**config.mk**
```make
export PLATFORM = sky130hd
export DESIGN_NAME = lpif_txrx_x2_h1_master_buf_flat
export DESIGN_NICKNAME = d
export VERILOG_FILES = /design/src/rtl/lpif_txrx_x2_h1_master_buf_if.sv /design/src/rtl/lpif_txrx_x2_h1_master_buf.sv /design/src/flat_wrapper.sv
export SDC_FILE = /design/constraint.sdc
export NUM_CORES = 1
export LEC_CHECK = 0
export BUFFER_PORTS_ARGS = -buffer_cell sky130_fd_sc_hd__buf_2
export CORE_AREA = 2 2 246 248
export CTS_CLUSTER_DIAMETER = 100
export DETAILED_ROUTE_END_ITERATION = 8
export DIE_AREA = 0 0 248 250
export GPL_TIMING_DRIVEN = 0
export HOLD_SLACK_MARGIN = 0.1
export PLACE_DENSITY_LB_ADDON = 0.15
export SYNTH_ARGS = -nofsm -noshare
export SYNTH_HDL_FRONTEND = slang
export SYNTH_SLANG_ARGS = --single-unit
```
**constraint.sdc**
```tcl
create_clock -name clk_wr -period 15.5 [get_ports clk_wr]
set_input_delay 0 -clock clk_wr [delete_from_list [all_inputs] [get_ports clk_wr]]
set_output_delay 0 -clock clk_wr [all_outputs]
set_load 0.05 [all_outputs]
```
**src/rtl/lpif_txrx_x2_h1_master_buf_if.sv**
```systemverilog
// LPIF x2/h1 master-side channel bundle: downstream LPIF bus, TX/RX FIFO word
// ports and the registered upstream LPIF bus.
interface lpif_txrx_x2_h1_master_buf_if;
    logic [3:0]   dstrm_state;
    logic [1:0]   dstrm_protid;
    logic [127:0] dstrm_data;
    logic         dstrm_dvalid;
    logic [15:0]  dstrm_crc;
    logic         dstrm_crc_valid;
    logic         dstrm_valid;

    logic [152:0] txfifo_downstream_data;
    logic         txfifo_downstream_valid;
    logic         txfifo_downstream_ready;

    logic [152:0] rxfifo_upstream_data;
    logic         rxfifo_upstream_valid;

    logic [3:0]   ustrm_state;
    logic [1:0]   ustrm_protid;
    logic [127:0] ustrm_data;
    logic         ustrm_dvalid;
    logic [15:0]  ustrm_crc;
    logic         ustrm_crc_valid;
    logic         ustrm_valid;

    modport master (
        input  dstrm_state, dstrm_protid, dstrm_data, dstrm_dvalid,
               dstrm_crc, dstrm_crc_valid, dstrm_valid,
               txfifo_downstream_ready,
               rxfifo_upstream_data, rxfifo_upstream_valid,
        output txfifo_downstream_data, txfifo_downstream_valid,
               ustrm_state, ustrm_protid, ustrm_data, ustrm_dvalid,
               ustrm_crc, ustrm_crc_valid, ustrm_valid
    );

    modport slave (
        output dstrm_state, dstrm_protid, dstrm_data, dstrm_dvalid,
               dstrm_crc, dstrm_crc_valid, dstrm_valid,
               txfifo_downstream_ready,
               rxfifo_upstream_data, rxfifo_upstream_valid,
        input  txfifo_downstream_data, txfifo_downstream_valid,
               ustrm_state, ustrm_protid, ustrm_data, ustrm_dvalid,
               ustrm_crc, ustrm_crc_valid, ustrm_valid
    );
endinterface

```
**src/rtl/lpif_txrx_x2_h1_master_buf.sv**
```systemverilog
// Master-side LPIF x2/h1 logic-link end: packs downstream LPIF into a small
// TX buffer with drop accounting, and registers unpacked upstream words.
module lpif_txrx_x2_h1_master_buf #(
    parameter int TX_DEPTH  = 4,
    parameter int CNT_WIDTH = 8
) (
    input  logic                      clk_wr,
    input  logic                      rst_wr,
    lpif_txrx_x2_h1_master_buf_if.master lpif,
    output logic [$clog2(TX_DEPTH):0] tx_level,
    output logic                      tx_overflow,
    output logic [CNT_WIDTH-1:0]      tx_drop_cnt
);
    localparam int AW = $clog2(TX_DEPTH);
    localparam int LW = AW + 1;

    typedef struct packed {
        logic         valid;
        logic         crc_valid;
        logic [15:0]  crc;
        logic         dvalid;
        logic [127:0] data;
        logic [1:0]   protid;
        logic [3:0]   state;
    } lpif_word_t;

    lpif_word_t        mem [TX_DEPTH];
    lpif_word_t        push_word;
    lpif_word_t        rx_word;
    lpif_word_t        us_q;
    logic [AW-1:0]     wr_ptr, rd_ptr;
    logic [3:0]        last_state;
    logic              push_req, deq, full, accept, reject, tx_valid;

    always_comb begin
        push_word           = '0;
        push_word.state     = lpif.dstrm_state;
        push_word.protid    = lpif.dstrm_protid;
        push_word.data      = lpif.dstrm_data;
        push_word.dvalid    = lpif.dstrm_dvalid;
        push_word.crc       = lpif.dstrm_crc;
        push_word.crc_valid = lpif.dstrm_crc_valid;
        push_word.valid     = lpif.dstrm_valid;
    end

    // A bare state transition is itself worth a word so the far side tracks it.
    assign push_req = lpif.dstrm_valid | (lpif.dstrm_state != last_state);
    assign tx_valid = (tx_level != '0);
    assign deq      = tx_valid & lpif.txfifo_downstream_ready;
    assign full     = (tx_level == LW'(TX_DEPTH));
    assign accept   = push_req & (~full | deq);
    assign reject   = push_req & full & ~deq;

    always_ff @(posedge clk_wr) begin
        if (!rst_wr && accept) mem[wr_ptr] <= push_word;
    end

    always_ff @(posedge clk_wr) begin
        if (rst_wr) begin
            wr_ptr      <= '0;
            rd_ptr      <= '0;
            tx_level    <= '0;
            last_state  <= '0;
            tx_overflow <= 1'b0;
            tx_drop_cnt <= '0;
        end else begin
            if (accept) begin
                wr_ptr     <= wr_ptr + 1'b1;
                last_state <= lpif.dstrm_state;
            end
            if (deq) rd_ptr <= rd_ptr + 1'b1;
            case ({accept, deq})
                2'b10:   tx_level <= tx_level + 1'b1;
                2'b01:   tx_level <= tx_level - 1'b1;
                default: tx_level <= tx_level;
            endcase
            // Dropped words leave last_state untouched so a state change retries.
            if (reject) begin
                tx_overflow <= 1'b1;
                if (tx_drop_cnt != '1) tx_drop_cnt <= tx_drop_cnt + 1'b1;
            end
        end
    end

    // Gate stale memory so the port reads zero whenever the buffer is empty.
    assign lpif.txfifo_downstream_valid = tx_valid;
    assign lpif.txfifo_downstream_data  = tx_valid ? mem[rd_ptr] : '0;

    assign rx_word = lpif.rxfifo_upstream_data;

    always_ff @(posedge clk_wr) begin
        if (rst_wr) begin
            us_q <= '0;
        end else if (lpif.rxfifo_upstream_valid) begin
            us_q <= rx_word;
        end else begin
            us_q.dvalid    <= 1'b0;
            us_q.crc_valid <= 1'b0;
            us_q.valid     <= 1'b0;
        end
    end

    assign lpif.ustrm_state     = us_q.state;
    assign lpif.ustrm_protid    = us_q.protid;
    assign lpif.ustrm_data      = us_q.data;
    assign lpif.ustrm_dvalid    = us_q.dvalid;
    assign lpif.ustrm_crc       = us_q.crc;
    assign lpif.ustrm_crc_valid = us_q.crc_valid;
    assign lpif.ustrm_valid     = us_q.valid;
endmodule

```
**src/flat_wrapper.sv**
```systemverilog
// flat-port wrapper written by rule: the top's interface ports become plain ports
module lpif_txrx_x2_h1_master_buf_flat 
#(
    parameter int TX_DEPTH  = 4,
    parameter int CNT_WIDTH = 8
)
  (clk_wr, rst_wr, tx_level, tx_overflow, tx_drop_cnt, lpif_dstrm_state, lpif_dstrm_protid, lpif_dstrm_data, lpif_dstrm_dvalid, lpif_dstrm_crc, lpif_dstrm_crc_valid, lpif_dstrm_valid, lpif_txfifo_downstream_ready, lpif_rxfifo_upstream_data, lpif_rxfifo_upstream_valid, lpif_txfifo_downstream_data, lpif_txfifo_downstream_valid, lpif_ustrm_state, lpif_ustrm_protid, lpif_ustrm_data, lpif_ustrm_dvalid, lpif_ustrm_crc, lpif_ustrm_crc_valid, lpif_ustrm_valid);
  lpif_txrx_x2_h1_master_buf_if lpif_i ();
  input  logic clk_wr;
  input  logic rst_wr;
  output logic [$clog2(TX_DEPTH):0] tx_level;
  output logic tx_overflow;
  output logic [CNT_WIDTH-1:0] tx_drop_cnt;
  input wire logic [$bits(lpif_i.dstrm_state)-1:0] lpif_dstrm_state;
  input wire logic [$bits(lpif_i.dstrm_protid)-1:0] lpif_dstrm_protid;
  input wire logic [$bits(lpif_i.dstrm_data)-1:0] lpif_dstrm_data;
  input wire logic [$bits(lpif_i.dstrm_dvalid)-1:0] lpif_dstrm_dvalid;
  input wire logic [$bits(lpif_i.dstrm_crc)-1:0] lpif_dstrm_crc;
  input wire logic [$bits(lpif_i.dstrm_crc_valid)-1:0] lpif_dstrm_crc_valid;
  input wire logic [$bits(lpif_i.dstrm_valid)-1:0] lpif_dstrm_valid;
  input wire logic [$bits(lpif_i.txfifo_downstream_ready)-1:0] lpif_txfifo_downstream_ready;
  input wire logic [$bits(lpif_i.rxfifo_upstream_data)-1:0] lpif_rxfifo_upstream_data;
  input wire logic [$bits(lpif_i.rxfifo_upstream_valid)-1:0] lpif_rxfifo_upstream_valid;
  output wire logic [$bits(lpif_i.txfifo_downstream_data)-1:0] lpif_txfifo_downstream_data;
  output wire logic [$bits(lpif_i.txfifo_downstream_valid)-1:0] lpif_txfifo_downstream_valid;
  output wire logic [$bits(lpif_i.ustrm_state)-1:0] lpif_ustrm_state;
  output wire logic [$bits(lpif_i.ustrm_protid)-1:0] lpif_ustrm_protid;
  output wire logic [$bits(lpif_i.ustrm_data)-1:0] lpif_ustrm_data;
  output wire logic [$bits(lpif_i.ustrm_dvalid)-1:0] lpif_ustrm_dvalid;
  output wire logic [$bits(lpif_i.ustrm_crc)-1:0] lpif_ustrm_crc;
  output wire logic [$bits(lpif_i.ustrm_crc_valid)-1:0] lpif_ustrm_crc_valid;
  output wire logic [$bits(lpif_i.ustrm_valid)-1:0] lpif_ustrm_valid;
  assign lpif_i.dstrm_state = lpif_dstrm_state;
  assign lpif_i.dstrm_protid = lpif_dstrm_protid;
  assign lpif_i.dstrm_data = lpif_dstrm_data;
  assign lpif_i.dstrm_dvalid = lpif_dstrm_dvalid;
  assign lpif_i.dstrm_crc = lpif_dstrm_crc;
  assign lpif_i.dstrm_crc_valid = lpif_dstrm_crc_valid;
  assign lpif_i.dstrm_valid = lpif_dstrm_valid;
  assign lpif_i.txfifo_downstream_ready = lpif_txfifo_downstream_ready;
  assign lpif_i.rxfifo_upstream_data = lpif_rxfifo_upstream_data;
  assign lpif_i.rxfifo_upstream_valid = lpif_rxfifo_upstream_valid;
  assign lpif_txfifo_downstream_data = lpif_i.txfifo_downstream_data;
  assign lpif_txfifo_downstream_valid = lpif_i.txfifo_downstream_valid;
  assign lpif_ustrm_state = lpif_i.ustrm_state;
  assign lpif_ustrm_protid = lpif_i.ustrm_protid;
  assign lpif_ustrm_data = lpif_i.ustrm_data;
  assign lpif_ustrm_dvalid = lpif_i.ustrm_dvalid;
  assign lpif_ustrm_crc = lpif_i.ustrm_crc;
  assign lpif_ustrm_crc_valid = lpif_i.ustrm_crc_valid;
  assign lpif_ustrm_valid = lpif_i.ustrm_valid;
  lpif_txrx_x2_h1_master_buf #(.TX_DEPTH(TX_DEPTH), .CNT_WIDTH(CNT_WIDTH)) u_core (.clk_wr(clk_wr), .rst_wr(rst_wr), .lpif(lpif_i), .tx_level(tx_level), .tx_overflow(tx_overflow), .tx_drop_cnt(tx_drop_cnt));
endmodule
```
==> impl_metrics.env <==
export IMPL_outcome="finished clean"
export IMPL_synth_warning_count=0
export IMPL_cp_slowest_cell="nor3b_2"
export IMPL_viasPerCell=5.21
export IMPL_path_cells="o2111a_1 > a21oi_2 > inv_2 > nor3b_2 > buf_6 > buf_6 > buf_6 > buf_6 > buf_6 > buf_6"
export IMPL_async_reset_ff_share_pct=0
export IMPL_cts_buffer_depth=3
export IMPL_finalWorstSetupSlack_ns=12.04
export IMPL_fin_hold_ws_ns=0.140
export IMPL_final_min_clock_period_ns=3.46
export IMPL_vias=18700
export IMPL_synth_top_family_by_area="multiplexers"
export IMPL_max_slew_margin_pct=11.8
export IMPL_peakVddDrop_v=0.000143
export IMPL_final_common_cell="buf_2"
export IMPL_start_kind="flop"
export IMPL_cap_violations=0
export IMPL_avgSynthCellArea_um2=18.5
export IMPL_required_ns=15.82
export IMPL_timing_fmax_ghz=0.289
export IMPL_final_cell_mix="660 x buf_2, 612 x edfxtp_1, 368 x dlygate4sd3_1"
export IMPL_setup_violations=0
export IMPL_synth_compound_area_share_pct=0.509
export IMPL_drt_wl_total_um=80300
export IMPL_placed_cell_area_um2=34500
export IMPL_synth_nets=1909
export IMPL_wire_per_inst_um=22.3
export IMPL_pin_count=629
export IMPL_cts_tree="done"
export IMPL_postCtsSetupBuffers=0
export IMPL_drive_gt1_share_pct=36.2
export IMPL_initial_utilization_pct=49.5
export IMPL_slew_violations=0
export IMPL_synth_flop_cell="edfxtp_1"
export IMPL_grt_use_total_pct=25.8
export IMPL_clk_pin_slew_ns=0.06
export IMPL_synthMuxAreaShare_pct=17.0
export IMPL_dpl_hpwl_um=55400
export IMPL_antenna_left=0
export IMPL_cts_sinks=787
export IMPL_crit_top_cell="buf_6"
export IMPL_synth_edf_count=612
export IMPL_port_buffers=626
export IMPL_fp_dieArea_um2=62000
export IMPL_pre_cts_ws_ns=11.98
export IMPL_critPathMaxFanout=10
export IMPL_syn_cell_area_um2=29500
export IMPL_drtIter0Drc=985
export IMPL_critPathKind="reg2reg"
export IMPL_min_period_over_period_pct=22.3
export IMPL_critPathBufInv=7
export IMPL_cp_data_arrival_time_ns=3.78
export IMPL_synthAdderAreaFrac_pct=0.323
export IMPL_grt_overflow=0
export IMPL_synthXorXnorAreaFrac_pct=0.178
export IMPL_final_util_pct=68.2
export IMPL_area_growth_pct=37.8
export IMPL_dp_cells=3074
export IMPL_gp_congestion=0.892
export IMPL_drcViolationCount=0
export IMPL_setup_tns_ns=0
export IMPL_ys_seq_elements=787
export IMPL_rsz0062_at_grt="no"
export IMPL_cts_made_buffers=79
export IMPL_grt_pass1_wl_um=119000
export IMPL_finalHoldViolCount=0
export IMPL_power_mw=6.77
export IMPL_fin_nets=3058
export IMPL_synth_cell_types=40
export IMPL_tightest_slew_ns=1.32
export IMPL_cts_htree_levels=3
export IMPL_power_leakage_nw=16.1
export IMPL_cpPeakStageDelay_ns=0.84
export IMPL_antenna_found_initial=8
export IMPL_finClkSkew_ns=0.0185
export IMPL_final_cells=3594
export IMPL_grt_pass1_vias=20100
export IMPL_critPathTopFamily="buffers and inverters"
export IMPL_clock_latency_ns=0.62
export IMPL_ys_seq_area_share_pct=74.2
export IMPL_grt_max_degree=15
export IMPL_ctsRootBufferMaster="clkbuf_16"
export IMPL_synthSimpleGateAreaFrac_pct=6.29
export IMPL_fp_dieW_um=248
export IMPL_core_um2=59600
export IMPL_power_density_nw_per_um2=167
export IMPL_synthCells=1592
export IMPL_dr_pass1_iters=5
export IMPL_critPathCaptureType="flop"
export IMPL_die_h_um=250
export IMPL_num_rows=90
export IMPL_design_area_um2=40600
export IMPL_hp_class="in2reg"
routing by layer:
layer,track usage [%],share of wire [%],vias to the layer above
met5,0,0.034,-
met4,13.1,4.9,4
met3,5.76,6.6,174
met1,31.0,38,9471
li1,-,-,8409
met2,43.7,51,662
cell type report:
class	count	area, um2
diodes	8	20.0
plain buffers	90	395
clock buffers	107	2210
clock inverters	37	234
fillers	3986	18900
inverters	10	37.5
multi-input cells	705	7180
flip-flops and latches	787	21900
well taps	782	978
repair buffers	1068	7690
Yosys cell counts (5+ instances only):
library cell	instances	area, um2
edfxtp_1	612	18400
nor2_1	170	638
mux2i_1	154	1540
clkbuf_1	46	173
buf_2	34	170
a21oi_1	8	40.0
dfxtp_1	175	3500
nand2_1	6	22.5
inv_1	9	33.8
and2_1	158	988
ha_1	6	75.1
mux4_2	153	3450
nor3b_1	5	37.5
nand3_1	7	35.0
buf_1	7	26.3
worst register-to-register path, cell delays in order (launching register included):
cell      delay [ns]
dfxtp_1         0.34
o2111a_1        0.32
a21oi_2         0.40
inv_2           0.15
nor3b_2         0.84
buf_6           0.27
buf_6           0.18
buf_6           0.18
buf_6           0.16
buf_6           0.15
buf_6           0.18
power by group:
group,internal [mW],switching [mW]
clock,1.03,0.770
sequential,2.46,0.0499
combinational,0.760,1.70
state kept, by name, indices dropped and copies added, names as in the netlist, named ones only:
signal / flops
u_core.rd_ptr: 2
u_core.lpif.ustrm_crc_valid: 1
u_core.wr_ptr: 2
u_core.lpif.ustrm_valid: 1
u_core.tx_drop_cnt: 8
u_core.mem: 612
u_core.lpif.ustrm_crc: 16
u_core.lpif.ustrm_state: 4
u_core.tx_overflow: 1
u_core.lpif.ustrm_data: 128
u_core.lpif.ustrm_protid: 2
u_core.last_state: 4
u_core.tx_level: 3
u_core.lpif.ustrm_dvalid: 1
cell families after synthesis:
| logic type | Yosys count |
|---|---|
| flops | 787 |
| compound gates | 19 |
| simple gates | 364 |
| buf+inv | 100 |
| fa+ha+maj | 7 |
| mux | 309 |
| xor+xnor | 6 |
path summary, 6_finish.rpt:
path	from	end	slack [ns]	depth (start not counted)
setup reg to reg	u_core.last_state[1]$_SDFFE_PP0P_	u_core.mem[2][139]$_DFFE_PP_	12.04	10
setup / recovery	u_core.last_state[1]$_SDFFE_PP0P_	u_core.mem[2][139]$_DFFE_PP_	12.04	10
hold reg to reg	u_core.lpif.ustrm_data[63]$_SDFFE_PP0P_	u_core.lpif.ustrm_data[63]$_SDFFE_PP0P_	0.49	2
hold / removal	lpif_dstrm_crc[2]	u_core.mem[0][137]$_DFFE_PP_	0.14	2
what timing repair did:
action,in CTS,in global routing
hold endpoints to repair,785,0
hold buffers,368,0
resized for setup,0,0
Note: power is estimated with default switching activity, not from simulation.
